===== config.mk =====
export PLATFORM = sky130hd
export DESIGN_NAME = ling_adder_pipe
export DESIGN_NICKNAME = d
export VERILOG_FILES = /design/src/rtl/ling_pkg.sv /design/src/rtl/ling_level.sv /design/src/rtl/ling_adder_pipe.sv
export SDC_FILE = /design/constraint.sdc
export NUM_CORES = 1
export LEC_CHECK = 0
export CORE_AREA = 3 3 106 108
export CTS_BUF_LIST = sky130_fd_sc_hd__clkbuf_2
export CTS_CLUSTER_SIZE = 8
export DETAILED_ROUTE_END_ITERATION = 16
export DIE_AREA = 0 0 109 111
export PLACE_DENSITY = 0.74
export SYNTH_ARGS = -nofsm -noshare
export SYNTH_HDL_FRONTEND = slang
export SYNTH_SLANG_ARGS = --single-unit

===== constraint.sdc =====
create_clock -name clk -period 6.6 [get_ports clk]
set_input_delay 0.66 -clock clk [delete_from_list [all_inputs] [get_ports clk]]
set_output_delay 0.66 -clock clk [all_outputs]
set_load 0.005 [all_outputs]

===== src/rtl/ling_pkg.sv =====
// Shared constants and elaboration helpers for the pipelined Ling adder.
package ling_pkg;

  localparam int MODE_BIN = 0;
  localparam int MODE_MOD = 1;

  localparam int NUM_LEGAL_WIDTHS = 3;
  localparam int LEGAL_WIDTHS [NUM_LEGAL_WIDTHS] = '{16, 64, 256};

  function automatic bit width_is_legal(input int w);
    bit ok;
    ok = 1'b0;
    for (int i = 0; i < NUM_LEGAL_WIDTHS; i++) begin
      if (LEGAL_WIDTHS[i] == w) ok = 1'b1;
    end
    return ok;
  endfunction

  // Number of radix-4 prefix levels needed to span the full operand.
  function automatic int levels_of(input int w);
    int n;
    int r;
    n = 0;
    r = w;
    while (r > 1) begin
      r = r / 4;
      n++;
    end
    return n;
  endfunction

endpackage


===== src/rtl/ling_level.sv =====
// One radix-4 recursion level of the Ling prefix tree: each node merges itself
// with the three nodes STEP, 2*STEP and 3*STEP below it (wrapping in modulo mode).
module ling_level
  import ling_pkg::*;
#(
  parameter int WIDTH = 16,
  parameter int LEVEL = 0,
  parameter int MODE  = MODE_BIN
) (
  input  logic [WIDTH-1:0] d_in,
  input  logic [WIDTH-1:0] q_in,
  output logic [WIDTH-1:0] d_out,
  output logic [WIDTH-1:0] q_out
);

  localparam int STEP = 4 ** LEVEL;

  for (genvar i = 0; i < WIDTH; i++) begin : g_node
    logic [3:0] dn;
    logic [3:0] qn;

    // Taps below bit 0 wrap around for end-around carry, else act as identity.
    for (genvar j = 0; j < 4; j++) begin : g_tap
      localparam int RAW = i - j * STEP;
      if (RAW >= 0) begin : g_in
        assign dn[j] = d_in[RAW];
        assign qn[j] = q_in[RAW];
      end else if (MODE == MODE_MOD) begin : g_wrap
        assign dn[j] = d_in[RAW + WIDTH];
        assign qn[j] = q_in[RAW + WIDTH];
      end else begin : g_pad
        assign dn[j] = 1'b0;
        assign qn[j] = 1'b1;
      end
    end

    assign d_out[i] = dn[0]
                    | (qn[0] & dn[1])
                    | (qn[0] & qn[1] & dn[2])
                    | (qn[0] & qn[1] & qn[2] & dn[3]);
    assign q_out[i] = &qn;
  end

endmodule


===== src/rtl/ling_adder_pipe.sv =====
// Pipelined radix-4 Ling adder, binary or modulo 2^WIDTH-1, with a global stall.
// Defining LING_ADDER_OVF_EN adds a registered signed-overflow output ovf.
module ling_adder_pipe
  import ling_pkg::*;
#(
  parameter int WIDTH = 16,
  parameter int MODE  = MODE_BIN
) (
  input  logic             clk,
  input  logic             rst,
  input  logic             in_valid,
  output logic             in_ready,
  input  logic [WIDTH-1:0] a,
  input  logic [WIDTH-1:0] b,
  input  logic             cin,
  output logic             out_valid,
  input  logic             out_ready,
  output logic [WIDTH-1:0] sum,
  output logic             cout
`ifdef LING_ADDER_OVF_EN
  ,
  output logic             ovf
`endif
);

  localparam int LEVELS = levels_of(WIDTH);

  if (!width_is_legal(WIDTH)) begin : g_bad_width
    $error("ling_adder_pipe: WIDTH %0d must be 16, 64 or 256", WIDTH);
  end
  if (MODE != MODE_BIN && MODE != MODE_MOD) begin : g_bad_mode
    $error("ling_adder_pipe: MODE %0d must be 0 or 1", MODE);
  end

  logic             st_valid [LEVELS];
  logic [WIDTH-1:0] st_d     [LEVELS];
  logic [WIDTH-1:0] st_q     [LEVELS];
  logic [WIDTH-1:0] st_p     [LEVELS];
  logic [WIDTH-1:0] st_x     [LEVELS];
  logic             st_cin   [LEVELS];
  logic [WIDTH-1:0] lvl_d    [LEVELS];
  logic [WIDTH-1:0] lvl_q    [LEVELS];

  logic [WIDTH-1:0] bit_g, bit_p, bit_x, bit_q;
  logic             bit_cin;
  logic [WIDTH-1:0] fin_h, fin_c, fin_sum;
  logic             fin_c0;

  assign in_ready = out_ready | ~out_valid;

  // Ling nodes pair g_i with p_(i-1); bit 0 sees either the carry-in slot or p of the top bit.
  assign bit_g   = a & b;
  assign bit_p   = a | b;
  assign bit_x   = a ^ b;
  assign bit_q   = {bit_p[WIDTH-2:0], (MODE == MODE_MOD) ? bit_p[WIDTH-1] : 1'b1};
  assign bit_cin = (MODE == MODE_BIN) ? cin : 1'b0;

  for (genvar l = 0; l < LEVELS; l++) begin : g_level
    ling_level #(
      .WIDTH(WIDTH),
      .LEVEL(l),
      .MODE (MODE)
    ) u_level (
      .d_in (st_d[l]),
      .q_in (st_q[l]),
      .d_out(lvl_d[l]),
      .q_out(lvl_q[l])
    );
  end

  // Real carries are p_i & H_i; the sum bit takes the carry from the bit below.
  assign fin_h   = lvl_d[LEVELS-1] | (lvl_q[LEVELS-1] & {WIDTH{st_cin[LEVELS-1]}});
  assign fin_c   = st_p[LEVELS-1] & fin_h;
  assign fin_c0  = (MODE == MODE_MOD) ? fin_c[WIDTH-1] : st_cin[LEVELS-1];
  assign fin_sum = st_x[LEVELS-1] ^ {fin_c[WIDTH-2:0], fin_c0};

  always_ff @(posedge clk) begin
    if (rst) begin
      for (int s = 0; s < LEVELS; s++) st_valid[s] <= 1'b0;
      out_valid <= 1'b0;
      sum       <= '0;
      cout      <= 1'b0;
`ifdef LING_ADDER_OVF_EN
      ovf       <= 1'b0;
`endif
    end else if (in_ready) begin
      st_valid[0] <= in_valid;
      st_d[0]     <= bit_g;
      st_q[0]     <= bit_q;
      st_p[0]     <= bit_p;
      st_x[0]     <= bit_x;
      st_cin[0]   <= bit_cin;
      for (int s = 1; s < LEVELS; s++) begin
        st_valid[s] <= st_valid[s-1];
        st_d[s]     <= lvl_d[s-1];
        st_q[s]     <= lvl_q[s-1];
        st_p[s]     <= st_p[s-1];
        st_x[s]     <= st_x[s-1];
        st_cin[s]   <= st_cin[s-1];
      end
      out_valid <= st_valid[LEVELS-1];
      if (st_valid[LEVELS-1]) begin
        sum  <= fin_sum;
        cout <= (MODE == MODE_BIN) & fin_c[WIDTH-1];
`ifdef LING_ADDER_OVF_EN
        ovf  <= (MODE == MODE_BIN) & (fin_c[WIDTH-1] ^ fin_c[WIDTH-2]);
`endif
      end
    end
  end

endmodule


==> metrics.yaml <==
p_total_w: 0.00164
clkTransAtPathRegs_ns: 0.19
grt_pass1_vias: 3045
r2r_setup_slack_ns: 4.22
crit_cells: 3
ir_drop_mv: 0.105
dr_total_vias: 3140
wl_per_cell_um: 14.1
ys_ff_latch: 132
drcViolationCount: 0
setup_slack_ns: 3.78
crit_family: "buffers and inverters"
cp.buffers_inverters: 2
portBuffers: 55
synth.avg_cell_area_um2: 13.6
synth.net_count: 472
antenna_found_initial: 0
clk_latency_ns: 0.67
drive_gt1_share_pct: 8.70
overflow: 0
hp-start: "st_x[0][10]"
syn_area_um2: 5480
via_per_inst: 5.07
post-place-ws_ns: 3.05
clock_skew_ns: 0.0243
wirelength_mm: 8.72
grt_pass1_wl_mm: 14.4
end_kind: "flip-flop"
die-area_um2: 12100
root_buffer: "clkbuf_2"
outcome: "completed"
slowest_stage: "nor2b_4"
hold_depth: 0
area_growth_syn_to_layout_pct: 16.9
clock-sinks: 132
die-width_um: 109
clockBufferDepth: 2
diodes: 0
synth-edff-count: 114
fill_cells: 780
first_pass_iters: 4
min_path_type: "reg2reg"
drtIter0Drc: 191
hpwl_mm: 6.41
slowest_delay_ns: 0.98
h-tree-depth: 4
ys_warn_count: 0
rsz0062_at_grt: "no"
num_io_pins: 56
period_share_pct: 42.7
tns_ns: 0
crit_chain: "clkdlybuf4s50_1 -> nor2b_4 -> buf_4"
cap_violations: 0
gp_congestion: 0.800
ant_nets: 0
timing.rr.end: "st_d[0][2]"
drv_slew: 0
power_leakage_nw: 2.53
cp.arrival_ns: 3.13
crit_fanout: 45
row_count: 37
cp.required_ns: 6.91
grt_use_total_pct: 15.7
seq_area_um2: 3780
r2r_start: "out_valid"
setup_viol: 0
grt_max_degree: 46
seq_area_frac_synth_pct: 69.0
rr_worst_depth: 3
final_net_count: 539
cts_setup_buffers: 0
postSynth.topFlopCell: "edfxtp_1"
cts_buffers: 17
hold-path-endpoint: "st_x[0][26]"
period_minus_slack_ns: 2.82
initial_utilization_pct: 53.1
critPathKind: "in2reg"
fin_util_pct: 62.1
holdBufCountCts: 0
die_h_um: 111
ys_types: 42
timing.fmax_mhz: 355
multi_input_area_um2: 1440
cts_resized: 0
hold_viol_final: 0
slew-limit-headroom_pct: 29.4
powerDensity_nw_per_um2: 256
cts_tree: "yes"
core_um2: 10300
critPathLaunchType: "primary input"
tightest_slew_ns: 1.06
synth-async-reset-ratio_pct: 0
synth_cells: 403
==> cell usage after synthesis (4+ instances only) <==
master    number  area share, %
o21ai_0       11            1.0
edfxtp_1     114             62
buf_6          4           0.82
a21o_1         5           0.68
ha_1          32            7.3
nor4_1         6           0.68
nand3_1        9           0.82
dfxtp_1       18            6.6
nor2b_1        5           0.57
a211oi_1      12            1.6
nand2_1       24            1.6
nor2_1        24            1.6
a21oi_1       20            1.8
nand2b_1       6           0.68
and2_1         5           0.57
inv_1         53            3.6
and3_1         9            1.0
xor2_1         7            1.1
==> layer usage <==
| metal | GRT usage (%) | share of wire [%] | wire length, µm | vias to the layer above |
|---|---|---|---|---|
| met2 | 23.9 | 47 | 4110 | 72 |
| met1 | 20.5 | 45 | 3910 | 1475 |
| li1 | - | - | - | 1579 |
| met3 | 5.07 | 6.4 | 556 | 14 |
| met4 | 7.24 | 1.7 | 146 | 0 |
| met5 | 0 | 0 | 0 | - |
==> final cells by class <==
class	count	share of cell area [%]
inverters	53	3.10
flip-flops and latches	132	59.0
clock buffers	18	1.41
clock inverters	14	2.54
repair buffers	57	8.82
multi-input cells	209	22.5
well taps	136	2.65
==> layout by cell type (no fill, tap or decap), drive strengths merged, types with 3 or more instances in the layout <==
cell           Yosys  layout
clkinv             0       5
and2               5       5
clkbuf             4      18
a211oi            12      12
nand3              9       9
and3               9       9
o21ai             11      11
o21bai             3       3
a21oi             20      20
a21o               8       8
xnor2              3       3
bufinv             0       3
inv               53      53
clkinvlp           0       6
dfxtp             18      18
ha                32      32
nor2b              5       5
xor2               7       7
nor2              24      24
edfxtp           114     114
nor4               6       6
nand2             24      24
nand2b             6       6
clkdlybuf4s50      0      55
==> cells by family (layout without fill, tap and decap cells) <==
kind of cell	count (synthesis)	count (layout)	share of synthesized area [%]
AND/OR/NAND/NOR	98	98	8.97
flip-flops	132	132	69.0
AO/OA/AOI/OAI	69	69	8.26
adder cells (fa/ha/maj)	32	32	7.30
buffers and inverters	62	142	4.88
XOR/XNOR	10	10	1.60
==> sequential cells by signal, indices dropped and copies added (netlist names) <==
name	cells
st_d	32
st_p	32
st_x	32
sum	16
st_q	14
st_cin	2
st_valid	2
cout	1
out_valid	1
==> report_power, final <==
group | internal (W) | switching (W) | total [W]
combinational | 0.0000687 | 0.0000697 | 0.000138
sequential | 0.000974 | 0.0000327 | 0.00101
clock | 0.000208 | 0.000285 | 0.000494
==> how the worst max path moves through the flow <==
stage	from	to	slack, ns
detailed placement	rst	st_d[0][0]	3.05
global route	rst	st_p[0][18]	3.64
global placement	rst	st_d[0][0]	3.09
floorplan	out_ready	st_valid[0][0]	0.09
finish	rst	st_d[0][2]	3.78
CTS	rst	st_d[0][2]	3.80
==> stage by stage <==
step | area (µm²) | hold WS [ns] | cells
CTS | 6410 | 0.440 | 619
detailed placement | 6160 | 0.405 | 587
global route | 6410 | 0.433 | 619
floorplan | 5480 | 0.400 | 403
finish | 6410 | 0.434 | 619
global placement | 6160 | 0.403 | 587
No activity file was read; power rests on OpenSTA's default activity.
